$ cat src/rtl/bus_arbiter_rr_pkg.sv
// rtl/bus_arbiter_rr_pkg.sv - shared constants and helpers for the round-robin bus arbiter
package bus_arbiter_rr_pkg;

  // Active-low enable aliases from the global config; grants and requests are active-low.
  localparam logic ENABLE_  = 1'b0;
  localparam logic DISABLE_ = 1'b1;

  // Width of the hold counter and its saturation value.
  localparam int HOLD_W = 8;
  localparam logic [HOLD_W-1:0] HOLD_MAX = '1;

  // Default configuration matching the previous fixed 4-master arbiter.
  localparam int DEFAULT_NUM_MASTERS = 4;
  localparam int DEFAULT_MAX_HOLD    = 16;

  // Saturating increment for the hold counter.
  function automatic logic [HOLD_W-1:0] hold_inc(input logic [HOLD_W-1:0] v);
    return (v == HOLD_MAX) ? v : v + 1'b1;
  endfunction

endpackage

$ cat src/rtl/bus_arbiter_rr_pick.sv
// rtl/bus_arbiter_rr_pick.sv - circular first-requester search starting after the current owner
module bus_arbiter_rr_pick #(
  parameter int N  = 4,
  parameter int OW = 2
) (
  input  logic [N-1:0]  req,
  input  logic [OW-1:0] cur,
  output logic          found,
  output logic [OW-1:0] nxt
);

  // Index at circular distance ofs from base; ofs is always in 1..N-1.
  function automatic logic [OW-1:0] wrap_idx(input logic [OW-1:0] base, input int ofs);
    int s;
    s = int'(base) + ofs;
    if (s >= N) s = s - N;
    return OW'(s);
  endfunction

  // Scan from the farthest distance down so the nearest requester is the last to write.
  // Distance 0 (the owner itself) is never examined, which masks the owner bit.
  always_comb begin
    found = 1'b0;
    nxt   = '0;
    for (int k = N - 1; k >= 1; k--) begin
      if (req[wrap_idx(cur, k)]) begin
        found = 1'b1;
        nxt   = wrap_idx(cur, k);
      end
    end
  end

endmodule

$ cat src/rtl/bus_arbiter_rr.sv
// rtl/bus_arbiter_rr.sv - round-robin bus arbiter with hold-quantum preemption and owner lock
module bus_arbiter_rr
  import bus_arbiter_rr_pkg::*;
#(
  parameter int NUM_MASTERS = DEFAULT_NUM_MASTERS,
  parameter int OWNER_W     = 2,
  parameter int MAX_HOLD    = DEFAULT_MAX_HOLD
) (
  input  logic                   clk,
  input  logic                   reset,
  input  logic [NUM_MASTERS-1:0] req_,
  input  logic [NUM_MASTERS-1:0] lock_,
  output logic [NUM_MASTERS-1:0] grnt_,
  output logic [OWNER_W-1:0]     owner,
  output logic [HOLD_W-1:0]      hold_cnt
);

  if (NUM_MASTERS < 2 || NUM_MASTERS > 16) begin : g_bad_num_masters
    $error("bus_arbiter_rr: NUM_MASTERS must be within 2..16");
  end
  if (OWNER_W != $clog2(NUM_MASTERS)) begin : g_bad_owner_w
    $error("bus_arbiter_rr: OWNER_W must equal clog2(NUM_MASTERS)");
  end
  if (MAX_HOLD < 0 || MAX_HOLD > 255) begin : g_bad_max_hold
    $error("bus_arbiter_rr: MAX_HOLD must be within 0..255");
  end

  // The owner becomes preemptible once it has held the bus for MAX_HOLD cycles.
  localparam bit                PREEMPT_EN = (MAX_HOLD != 0);
  localparam logic [HOLD_W-1:0] EXPIRE_AT  = HOLD_W'((MAX_HOLD == 0) ? 0 : MAX_HOLD - 1);

  logic [NUM_MASTERS-1:0] req;
  logic                   own_req;
  logic                   others;
  logic                   expired;
  logic                   locked;
  logic [OWNER_W-1:0]     pick_idx;
  logic [OWNER_W-1:0]     owner_nxt;
  logic [HOLD_W-1:0]      hold_nxt;

  assign req     = ~req_;
  assign own_req = req[owner];
  assign locked  = (lock_[owner] == ENABLE_);
  assign expired = PREEMPT_EN && (hold_cnt >= EXPIRE_AT);

  bus_arbiter_rr_pick #(
    .N  (NUM_MASTERS),
    .OW (OWNER_W)
  ) u_pick (
    .req   (req),
    .cur   (owner),
    .found (others),
    .nxt   (pick_idx)
  );

  // Next owner and hold count: keep a requesting owner unless its quantum is up and
  // someone else is waiting, otherwise hand over round-robin, otherwise park.
  always_comb begin
    owner_nxt = owner;
    hold_nxt  = '0;
    if (own_req && (!expired || locked || !others)) begin
      hold_nxt = hold_inc(hold_cnt);
    end else if (others) begin
      owner_nxt = pick_idx;
    end
  end

  // Owner and hold counter registers; reset parks master 0 on the bus.
  always_ff @(posedge clk or negedge reset) begin
    if (!reset) begin
      owner    <= '0;
      hold_cnt <= '0;
    end else begin
      owner    <= owner_nxt;
      hold_cnt <= hold_nxt;
    end
  end

  // Grant decode straight from the owner register so exactly one grant is low.
  always_comb begin
    grnt_        = {NUM_MASTERS{DISABLE_}};
    grnt_[owner] = ENABLE_;
  end

endmodule

$ cat config.mk
export PLATFORM = sky130hd
export DESIGN_NAME = bus_arbiter_rr
export DESIGN_NICKNAME = d
export VERILOG_FILES = /design/src/rtl/bus_arbiter_rr_pkg.sv /design/src/rtl/bus_arbiter_rr_pick.sv /design/src/rtl/bus_arbiter_rr.sv
export SDC_FILE = /design/constraint.sdc
export NUM_CORES = 1
export LEC_CHECK = 0
export CORE_AREA = 3 3 45 47
export CTS_BUF_LIST = sky130_fd_sc_hd__clkbuf_8
export CTS_CLUSTER_DIAMETER = 150
export DETAILED_ROUTE_END_ITERATION = 10
export DIE_AREA = 0 0 48 50
export GPL_TIMING_DRIVEN = 0
export PLACE_DENSITY_LB_ADDON = 0.1
export SLEW_MARGIN = 20
export SYNTH_ARGS = -nofsm -noshare
export SYNTH_HDL_FRONTEND = slang
export SYNTH_SLANG_ARGS = --single-unit
$ cat constraint.sdc
create_clock -name clk -period 2.7 [get_ports clk]
set_clock_uncertainty 0.05 [all_clocks]
set_input_delay 0.54 -clock clk [delete_from_list [all_inputs] [get_ports clk]]
set_output_delay 0.54 -clock clk [all_outputs]
set_load 0.03 [all_outputs]
Word-level counts from Yosys, hierarchy flattened
Cells that the tools add are included.
- input bits: 10
- logic and storage cells: 54
- register bits: 10
- bitwise logic cells: 4
- $add $sub $neg: 7
- order comparisons: 9
- equal/unequal tests: 2
- reduce and logical (&&, ||, !) cells: 7
- multiplexer cells: 23
- operators with widths (kind ; count):
    two-way mux 8 bit ; 2
    less-than comparator 2 x 3 -> 1 bit, second input constant ; 4
    two-way mux 2 bit ; 6
    binary-select mux 1 bit (select 2 bit) ; 5
    >= comparator 3 bit, second input constant ; 3
    two-way mux 1 bit ; 9
    adder 8 x 1 -> 8 bit, second input constant ; 1
    equality test 8 bit, second input constant ; 1
    >= comparator 8 x 4 -> 1 bit, second input constant ; 1
    inverter 4 bit ; 2
    adder 2 x 2 -> 3 bit, second input constant ; 2
    subtractor 2 x 1 -> 2 bit, second input constant ; 3
    adder 2 x 1 -> 3 bit, second input constant ; 1
    demux 1 bit (select 2 bit) ; 1
    >= comparator 2 x 1 -> 1 bit, second input constant ; 1
    logical AND 1 bit ; 2
    zero test 1 bit ; 2
    logical OR 1 bit ; 2
    inequality test 2 bit, second input constant ; 1
    inverter 1 bit ; 2
    AND reduction 2 bit ; 1

Logic depth before layout (Yosys ltp)
- depth after elaboration: 13
- gate-level depth with buffers: 7
- gate-level depth less buffers: 6

Modules after synthesis
A second synthesis with hierarchy kept.
- cell total of the unflattened synthesis: 77
- area, all modules: 763.2 sq um
- by module, submodules not included (module ; cells an instance ; area each (sq um) ; instances):
    bus_arbiter_rr ; 61 ; 638.1 ; 1
    bus_arbiter_rr_pick ; 16 ; 125.1 ; 1

Least setup slack after synthesis
OpenSTA, ideal clock, no wires.
- kind: reg2reg
- from: reg owner[0]
- to: reg owner[0]
- required time: 2.556 ns
- buffers on the path: 1
- setup slack: 0.794 ns
- period minus slack after synthesis: 1.906 ns
- stages on the path, launching flop included: 7
- arrival time: 1.762 ns
- cell sequence: dfrtp_1 -> buf_6 -> mux4_2 -> a21boi_1 -> nand3_2 -> nand2_2 -> a221oi_2
- longest elaborated chain between the ends: 13
- elaborated cells on any way between the ends: 35
- those cells by class: add/sub (6); order compare (3); mux (19); bitwise (2); reduce/logical (5)
- RTL lines (what ; line ; text):
    from (decl) ; bus_arbiter_rr.sv:14 ; output logic [OWNER_W-1:0] owner,
    from (signal assigned) ; bus_arbiter_rr.sv:74 ; owner <= owner_nxt;
    adder 2 x 2 -> 3 bit ; bus_arbiter_rr_pick.sv:15 ; s = int'(base) + ofs;
    >= comparator 3 bit / subtractor 2 x 1 -> 2 bit (equally long branches) ; bus_arbiter_rr_pick.sv:16 ; if (s >= N) s = s - N;
    two-way mux 2 bit ; bus_arbiter_rr_pick.sv:16 ;
    binary-select mux 1 bit (select 2 bit) ; bus_arbiter_rr_pick.sv:26 ; if (req[wrap_idx(cur, k)]) begin
    two-way mux 1 bit (implied by the code) ; bus_arbiter_rr_pick.sv:26 ;
    two-way mux 1 bit (3 in series) ; bus_arbiter_rr_pick.sv:26 ;
    zero test 1 bit ; bus_arbiter_rr.sv:61 ; if (own_req && (!expired || locked || !others)) begin
    logical OR 1 bit ; bus_arbiter_rr.sv:61 ;
    logical AND 1 bit ; bus_arbiter_rr.sv:61 ;
    inverter 1 bit (no source line) ; -- ;
    AND reduction 2 bit (no source line) ; -- ;
Parallel ways exist; a longest one is shown, timed or not. The select of a mux whose other input is x is not followed.
A chain may end at the register's enable or synchronous reset.

Final worst setup path
- from: reg owner[1]
- to: out grnt_[1]
- longest elaborated chain between the ends: 5
- elaborated cells on any way between the ends: 6
- those cells by class: order compare (2); mux (2); bitwise (1); reduce/logical (1)
- RTL lines (what ; line ; text):
    less-than comparator 2 x 3 -> 1 bit (implied by the code) / >= comparator 2 x 1 -> 1 bit (equally long branches) ; bus_arbiter_rr.sv:82 ; grnt_[owner] = ENABLE_;
    logical AND 1 bit (implied by the code) ; bus_arbiter_rr.sv:82 ;
    two-way mux 1 bit (implied by the code) ; bus_arbiter_rr.sv:82 ;
    demux 1 bit (select 2 bit) (*) ; bus_arbiter_rr.sv:82 ;
    inverter 4 bit (no source line) (*) ; -- ;
    to (decl) ; bus_arbiter_rr.sv:13 ; output logic [NUM_MASTERS-1:0] grnt_,
Mark *: on every way between the ends. The rest lies on a longest branch, timed or not.

==> qor.yml <==
dr_wl_met3_um: 96
placement_rows: 15
met1_length_um: 886
worstMarginPinSlew_ns: 0.433
area_delta_synth_final_pct: 37.1
ant_nets: 0
min_period_over_period: 0.907
cts-resized-gates: 0
regToRegSetupSlack_ns: 0.84
ir_worst_vdd_uv: 576
synth.distinct_cells: 36
clkTransAtPathRegs_ns: 0.05
wl_met2_um: 766
ys_seq_area_frac: 0.303
critPathKind: "register to output port"
grt.total_usage: 0.177
slew_headroom: 0.710
avgRoutedWirePerCell_um: 13.2
rsz0062_at_grt: "no"
tritoncts: "done"
drc_errors: 0
io_pins: 24
max-cap-violations: 0
min_to: "hold_cnt[1]"
cellPowerDensity_nw_per_um2: 986
cts_buffers: 3
fin_hold_ws_ns: 0.541
ys_ff_latch: 10
start_util: 0.490
holdCritStartpoint: "hold_cnt[1]"
syn_inst: 90
port_buffers: 23
cts-root-buf: "clkbuf_8"
via_per_inst: 5.52
ys_warn_count: 0
grt_first_pass_wirelength_um: 3040
grt_pass1_vias: 690
num_antenna_cells: 0
syn_nets: 105
wl_um: 1770
cts_sinks: 10
core-area_um2: 1690
timing.rr.end: "owner[0]"
fp.dieH_um: 50
gp_congestion: 0.831
clockBufferDepth: 2
fin_nets: 133
fin_cells: 134
final-hold-violation-count: 0
grt_overflow_total: 0
pre_cts_slack_ns: 0.400
syn_area_um2: 827
crit_required_ns: 2.11
place_inst: 130
whs_path_depth: 2
setup_viol: 0
tns_ns: 0
final.min_clock_period_ns: 2.45
start_kind: "register"
h-tree-depth: 1
drt_iter0_drc: 8
grt_max_degree: 11
die_w_um: 48
worst-path-max-fanout: 10
drive_gt1_frac: 0.162
syn_area_per_cell_um2: 9.19
antenna_found_initial: 0
cts_setup_buffers: 0
r2r_cells: 7
vias: 740
status: "completed"
slew_viol_final: 0
final_util: 0.671
cp-end-kind: "output port"
max_freq_mhz: 408
critPathArrivalTime_ns: 1.86
hp-class: "register to register"
cts_hold_buf: 0
p_leak_nw: 0.509
drtPass1Iterations: 4
setup_slack_ns: 0.251
highest_layer: "met4"
insertion_delay_ns: 0.24
hpwl_um: 1390
dieArea_um2: 2400
r2r-start: "owner[1]"
[through the flow]
stage,instance area [um2],total power [mW]
after floorplan,827,0.722
after global placement,1080,0.925
after detailed placement,1080,0.937
after CTS,1130,1.13
after global routing,1130,1.21
final,1130,1.12
[cell type report]
| cell class | instances | area (um2) |
|---|---|---|
| Multi-Input combinational cell | 70 | 524 |
| Inverter | 8 | 30.0 |
| Tap cell | 17 | 21.3 |
| Timing Repair Buffer | 23 | 230 |
| Buffer | 2 | 22.5 |
| Sequential cell | 10 | 250 |
| Clock buffer | 4 | 55.1 |
| Fill cell | 142 | 556 |
[where the power goes]
part | internal [mW] | switching, mW | leakage, nW | total [mW]
registers | 0.184 | 0.0411 | 0.133 | 0.225
clock network | 0.128 | 0.0573 | 0.0288 | 0.185
logic | 0.311 | 0.396 | 0.347 | 0.707
[worst max path at each step]
stage	from	to	slack [ns]	cells after the start
CTS	owner[1]	grnt_[1]	0.25	5
global route	owner[1]	grnt_[0]	0.16	5
detailed placement	req_[0]	owner[1]	0.40	6
global placement	req_[0]	owner[1]	0.39	6
floorplan	owner[0]	owner[0]	0.79	6
finish	owner[1]	grnt_[1]	0.25	5
[cells in the mapped netlist, drive strengths merged]
library cell  count  share of area
nand2            11          0.062
dfrtp            10           0.30
nor2              9          0.041
inv               8          0.036
a21oi             6          0.036
ha                5          0.076
nand4             4          0.030
nor3              4          0.036
mux2i             3          0.036
nand3             3          0.024
a211oi            2          0.018
a21boi            2          0.032
a21o              2          0.020
and4              2          0.021
buf               2          0.027
mux2              2          0.027
xor2              2          0.021
a221oi            1          0.018
a2bb2oi           1          0.011
a311oi            1          0.011
a31oi             1         0.0076
a41oi             1          0.011
and2              1         0.0076
and3              1         0.0076
mux4              1          0.027
nor2b             1         0.0076
nor3b             1          0.015
o21ai             1         0.0060
o32a              1          0.014
xnor2             1          0.011
[state kept, by name, summed over array words and instances, names as in the netlist]
register,count
hold_cnt,8
owner,2
[layer usage]
metal | up-vias | track usage
met5 | - | 0
met4 | 0 | 0.0673
met3 | 2 | 0.0657
met2 | 21 | 0.236
met1 | 335 | 0.253
li1 | 382 | -
[critical path, stage by stage (launching register included)]
cell and delay [ns]:
dfrtp_1 0.43, buf_6 0.17, inv_1 0.12, ha_1 0.20
inv_1 0.04, clkdlybuf4s50_1 0.65
[cells in the final DEF (no fill, tap or decap), types with 3 or more instances in the layout]
master / n
clkbuf_8: 4
mux2i_1: 3
inv_1: 8
nand2_1: 9
nor2_1: 9
clkdlybuf4s50_1: 23
nand4_1: 4
dfrtp_1: 10
ha_1: 5
a21oi_1: 6
[cell families after synthesis]
group | count (synthesis) | synth area share
xor gates and xnor gates | 3 | 0.0318
muxes | 6 | 0.0908
adders and majority gates | 5 | 0.0756
and+or+nand+nor | 37 | 0.253
buffers and inverters | 10 | 0.0635
DFF | 10 | 0.303
AOI/OAI and AO/OA | 19 | 0.183
No activity file was read; power rests on OpenSTA's default activity.
